### src/rtl/gray_rx_decoder.sv
// Gray-code receiver: synchronizes an async Gray bus, decodes to binary,
// pulses valid on change, reports step size and flags multi-bit hops.
module gray_rx_decoder #(
  parameter int WIDTH       = 8,
  parameter int SYNC_STAGES = 2
) (
  input  logic             clk,
  input  logic             rst,
  input  logic [WIDTH-1:0] gray_in,
  input  logic             clear,
  output logic [WIDTH-1:0] bin_out,
  output logic             bin_valid,
  output logic [WIDTH-1:0] step,
  output logic             err,
  output logic [7:0]       err_cnt
);

  localparam logic [1:0] FLUSH = 2'd0;
  localparam logic [1:0] PRIME = 2'd1;
  localparam logic [1:0] RUN   = 2'd2;

  localparam logic [2:0] FLUSH_LAST = 3'(SYNC_STAGES - 1);

  logic [1:0]       state;
  logic [2:0]       flush_cnt;
  logic [WIDTH-1:0] sync_q [SYNC_STAGES];
  logic [WIDTH-1:0] g_s;
  logic [WIDTH-1:0] g_prev;
  logic [WIDTH-1:0] g_bin;
  logic [WIDTH-1:0] diff;
  logic             changed;
  logic             multi;

  function automatic logic [WIDTH-1:0] g2b(
    input logic [WIDTH-1:0] g
  );
    logic [WIDTH-1:0] b;
    b = '0;
    b[WIDTH-1] = g[WIDTH-1];
    for (int i = WIDTH - 2; i >= 0; i--) begin
      b[i] = b[i+1] ^ g[i];
    end
    return b;
  endfunction

  always_comb begin
    g_s     = sync_q[SYNC_STAGES-1];
    g_bin   = g2b(g_s);
    diff    = g_s ^ g_prev;
    changed = (state == RUN) && (diff != '0);
    // more than one bit set <=> clearing the lowest set bit leaves some
    multi   = changed &&
              ((diff & (diff - WIDTH'(1))) != '0);
  end

  always_ff @(posedge clk or negedge rst) begin
    if (!rst) begin
      for (int i = 0; i < SYNC_STAGES; i++) begin
        sync_q[i] <= '0;
      end
    end else begin
      sync_q[0] <= gray_in;
      for (int i = 1; i < SYNC_STAGES; i++) begin
        sync_q[i] <= sync_q[i-1];
      end
    end
  end

  always_ff @(posedge clk or negedge rst) begin
    if (!rst) begin
      state     <= FLUSH;
      flush_cnt <= '0;
      g_prev    <= '0;
      bin_out   <= '0;
      step      <= '0;
      bin_valid <= 1'b0;
    end else begin
      bin_valid <= 1'b0;
      unique case (1'b1)
        state == FLUSH: begin
          flush_cnt <= flush_cnt + 3'd1;
          if (flush_cnt == FLUSH_LAST) begin
            state <= PRIME;
          end
        end
        state == PRIME: begin
          g_prev  <= g_s;
          bin_out <= g_bin;
          state   <= RUN;
        end
        state == RUN: begin
          if (changed) begin
            g_prev    <= g_s;
            bin_out   <= g_bin;
            step      <= g_bin - bin_out;
            bin_valid <= 1'b1;
          end
        end
        default: begin
          state <= FLUSH;
        end
      endcase
    end
  end

  // a new error event outranks a simultaneous clear
  always_ff @(posedge clk or negedge rst) begin
    if (!rst) begin
      err     <= 1'b0;
      err_cnt <= '0;
    end else if (multi) begin
      err <= 1'b1;
      if (clear) begin
        err_cnt <= 8'd1;
      end else if (err_cnt != 8'hFF) begin
        err_cnt <= err_cnt + 8'd1;
      end
    end else if (clear) begin
      err     <= 1'b0;
      err_cnt <= '0;
    end
  end

endmodule
### config.mk
export PLATFORM = sky130hd
export DESIGN_NAME = gray_rx_decoder
export DESIGN_NICKNAME = d
export VERILOG_FILES = /design/src/rtl/gray_rx_decoder.sv
export SDC_FILE = /design/constraint.sdc
export NUM_CORES = 1
export LEC_CHECK = 0
export ABC_AREA = 1
export BUFFER_PORTS_ARGS = -buffer_cell sky130_fd_sc_hd__clkbuf_2
export CORE_MARGIN = 5
export CORE_UTILIZATION = 50
export DETAILED_ROUTE_END_ITERATION = 16
export PLACE_DENSITY = 0.78
export SYNTH_ARGS = -nofsm -noshare
export SYNTH_HDL_FRONTEND = slang
export SYNTH_SLANG_ARGS = --single-unit
### constraint.sdc
create_clock -name clk -period 3.63 [get_ports clk]
set_input_delay 0.363 -clock clk [delete_from_list [all_inputs] [get_ports clk]]
set_output_delay 0.363 -clock clk [all_outputs]
set_load 0.02 [all_outputs]
Yosys cells after proc, flatten, opt, wreduce, memory -nomap -nowiden
Index checks and enable logic that the tools add are counted.
Widths: inputs -> output; s select.
{"block": "word_totals", "mem_bits_ro": 0, "ff_bits": 55, "wordCells": 56, "output_inout_bits": 26, "latch_bits": 0, "in_bits": 11, "ramBits": 0, "n_memories": 0}
{"block": "op_classes", "div_mod_pow": 0, "bitwise_logic": 10, "magnitude_cmp": 0, "n_eq_ne": 6, "n_reduce_logical": 12, "shifts": 0, "mux": 14, "addsub": 4, "multipliers": 0}
{"cell": "$mux 8", "n": 6}
{"cell": "$pmux 8 s2", "n": 2}
{"cell": "$reduce_bool 8->1", "n": 2}
{"cell": "$add 8x1->8 const B", "n": 1}
{"cell": "$and 8x8->8", "n": 1}
{"cell": "$ne 8x8->1 const B", "n": 1}
{"cell": "$reduce_and 2->1", "n": 4}
{"cell": "$sub 8x1->8 const B", "n": 1}
{"cell": "$sub 8x8->8", "n": 1}
{"cell": "$xor 8x8->8", "n": 1}
{"cell": "$xor 1x1->1", "n": 7}
{"cell": "$pmux 2 s3", "n": 1}
{"cell": "$reduce_bool 2->1", "n": 3}
{"cell": "$mux 1", "n": 4}
{"cell": "$add 3x1->3 const B", "n": 1}
{"cell": "$eq 3x1->1 const B", "n": 1}
{"cell": "$eq 2x1->1 const B", "n": 1}
{"cell": "$eq 2x2->1 const B", "n": 1}
{"cell": "$logic_and 1x1->1", "n": 2}
{"cell": "$logic_not 2->1", "n": 1}
{"cell": "$mux 2", "n": 1}
{"cell": "$ne 2x1->1 const B", "n": 1}
{"cell": "$ne 2x2->1 const B", "n": 1}
{"cell": "$not 1->1", "n": 1}

Longest topological paths before layout
{"block": "logic_depth", "word_depth": 9, "ltp_mapped": 20, "ltp_nobuf": 20}

Worst setup path before layout
No wires, ideal clock.
{"block": "synth_path", "path_type": "reg-to-reg", "from": "reg sync_q (netlist bit g_s[6])", "to": "reg step[6]", "period_less_slack_ns": 2.788, "setup_time_ns": 0.083, "t_required_ns": 3.547, "n_path_buf": 0, "path_stages_with_launch": 21, "arrival_ns": 2.706, "slack_ns": 0.842, "cell_sequence": "dfrtp_1 -> inv_1 -> nand2_1 -> nand3_1 -> nand2_1 -> nand2_1 -> nand2_1 -> nand2_1 -> nand3_1 -> nand2_1 -> nand2_1 -> nand3_1 -> nand2_1 -> ha_1 -> fa_1 -> o21ai_0 -> a21oi_1 -> nor2_1 -> nor2_1 -> xor2_1 -> o21ai_0"}
{"block": "synth_between", "elab_chain_cells": 8, "word_cells_on_any_way": 12, "cone_classes": "add/sub: 1; bitwise: 8; reduce/logical: 3"}
{"element": "start: declaration", "line": "26", "rtl": "logic [WIDTH-1:0] sync_q [SYNC_STAGES];"}
{"element": "start signal: indexed assignment", "line": "64", "rtl": "sync_q[i] <= sync_q[i-1];"}
{"element": "$xor 1x1->1 * (5 in series)", "line": "41", "rtl": "b[i] = b[i+1] ^ g[i];"}
{"element": "named net g_bin[2]", "line": "29", "rtl": "logic [WIDTH-1:0] g_bin;"}
{"element": "$xor 1x1->1 (2 in series)", "line": "41"}
{"element": "$sub 8x8->8 *", "line": "95", "rtl": "step <= g_bin - bin_out;"}
{"element": "end signal: assignment", "line": "95"}
{"element": "end: declaration", "line": "13", "rtl": "output logic [WIDTH-1:0] step,"}
The timed path passes the listed nets; every way through them passes the cells marked *.
A chain may end at the register's enable or synchronous reset.

Worst setup path after layout
Ends and elaborated chain as after synthesis.

==> metrics.txt <==
initial antenna violation count 0; Die X 82.3 um; WL met2 between 2000 and 2500 um; fin nets between 300 and 400; Final ANT Viol Nets 0; Die H 82.3 um; pre-CTS setup slack 0.519 ns; violation count after the first detailed-routing iteration 114; largest net degree at the start of global routing 55; CTS Sinks 54; worst vdd ir 0.251 mV; slew margin rel. 57.5%; Hold Violations, Final 0; Critical Path End Type flop; GP Congestion roughly 0.8; Root Buffer clkbuf_8; final worst slack 0.500 ns; CTS H-Tree Depth 2; IO Count 37; # hold bufs at CTS 0; CTS max path bufs 2; Worst Hold Slack between 0.15 and 0.2 ns; grt ovf 0; first-pass GRT wire length 8110 um; Top Layer Used met4; Highest Clock Rate 319 MHz; CTS Buf Count 5; Fillers roughly 460; Synth Net Count 299; worst-path fanout max 4; WL met1 2020 um; synthesized area per cell 9.44 um^2; Max Cap Violations 0; clock slew at reported path FFs 0.09 ns; number of flops mapped to enable cells by yosys 0; WL/cell 11.8 um; synth warn 0; vias per cell 4.96; GRT Util Overall between 15 and 20%; worst endpoint required time ~3.9 ns; final wirelength 4560 um; worst slew pin tran 0.637 ns; most common cell after layout, fill and taps aside nand2_1; Clk Latency, worst-skew pair 0.30 ns; unrepaired setup endpoints after global routing no; Max Slew Vio Count 0; top_reg_cell synth dfrtp_1; post-CTS sizing 0; final setup vio count 0; Setup Skew just under 0.008 ns; Switching Share a little under a third; die area 6780 um^2; HPWL Detailed 3450 um; Post-Synthesis Cells ~280; crit path launch type flop; combinational power share 25.2%; Cell Area, Synth 2620 um^2; Pint 943 uW; metal3 WL 269 um; Yosys reg bits 54; Tcrit/Tclk final 86.2%; Async S/R FF share, synth 100%; status complete, no violations; Post-CTS Setup Bufs 0; Starting Density 51.2%; synth unique cells 29; clock power share around 23%; arrival time worst endpoint between 3 and 4 ns; Layout area overhead 12.2%; Setup TNS Final 0 ns; sw power 440 uW; vias in the first global route 1,908; Tmin final 3.13 ns; # DRC 0; sequential fraction of the synthesis area 51.6%; number of diodes 0; Core ar. 5110 um^2; Min-Delay Path Class in -> async; CTS tree yes; PnR Total Power roughly 1400 uW; Reg power frac approximately half; fraction of layout cells with a size suffix above 1 about a fifth; via count 1,910; Cell Pwr Density roughly 470 nW/um^2; I/O Buffers 36; critical path class reg -> reg; Leakage 0.00148 uW; most frequent cells in the layout nand2_1, dfrtp_1, clkbuf_2, nand3_1; Row Count 26; first drt pass iteration count 4
sequential cells by signal (all words and copies together), names as in the netlist:
name and flops:
bin_out 8, err_cnt 8, g_s 8, step 8, sync_q 8, g_prev 7, flush_cnt 3, state 2
bin_valid 1, err 1
synthesized netlist by cell type (all sizes together), types with 2 or more instances:
cell    instances  share of area (%)
a21oi          16                4.2
buf             4                1.3
dfrtp          54                 52
ha             10                4.8
inv            25                3.6
nand2          57                8.5
nand3          27                5.6
nand3b          4                1.1
nor2           24                3.4
nor3            2               0.38
o21ai          26                5.4
or2             2               0.57
xnor2          10                3.6
xor2           11                3.7
layout make-up:
class	count	area (um^2)	share of cell area [%]
clock buffers	6	82.6	2.81
inverters	25	93.8	3.20
multi-input cells	193	1130	38.6
flip-flops and latches	54	1350	46.0
well taps	70	87.6	2.98
repair buffers	37	188	6.39
logic make-up (layout without fill, tap and decap cells):
group                      Yosys count  after routing  share of synthesized area (%)
buffers and inverters               30             68                           5.07
adders and majority gates           11             11                           5.55
xor gates and xnor gates            21             21                           7.32
and+or+nand+nor                    117            117                           19.9
muxes                                1              1                          0.574
AOI/OAI and AO/OA                   43             43                           9.95
DFF                                 54             54                           51.7
power groups by stage:
stage | Sequential (uW) | Clock (uW) | Combinational [uW]
after floorplan | 789 | 0 | 172
after global placement | 725 | 0 | 344
after detailed placement | 729 | 0 | 351
after CTS | 717 | 337 | 352
after global routing | 725 | 363 | 392
final | 715 | 320 | 348
critical path: stages (launching register included):
cell,delay [ns]
dfrtp_1,0.44
inv_1,0.13
nand2_1,0.08
nand3_1,0.10
nand2_1,0.07
nand2_1,0.09
nand2_1,0.09
nand2_1,0.08
nand3_1,0.10
nand2_1,0.16
nand2_1,0.09
nand3_1,0.09
nand2_1,0.06
ha_1,0.22
fa_1,0.41
o21ai_0,0.32
a21oi_1,0.11
nor2_1,0.10
nor2_1,0.05
xor2_1,0.13
o21ai_0,0.13
metrics by stage:
step	util [%]	instance area [um^2]	instances
after detailed placement	55.9	2850	379
after global placement	55.9	2850	379
after CTS	57.5	2940	385
after floorplan	-	2620	277
final	57.5	2940	385
after global routing	57.5	2940	385
per-layer routing:
layer	GRT usage [%]	vias up
met5	0	-
met4	4.98	0
met3	4.01	9
met2	26.4	51
met1	19.2	875
li1	-	975
final timing paths:
path,cells after the start,endpoint,start,slack [ns]
setup / recovery,20,step[6],g_s[6],0.50
hold / removal,2,step[1],rst,0.17
setup reg to reg,20,step[6],g_s[6],0.50
hold reg to reg,0,g_s[4],sync_q[12],0.35
max in group asynchronous,2,g_s[6],rst,3.03
min in group clk,1,sync_q[12],gray_in[4],0.17
(Power assumes the default switching activity.)
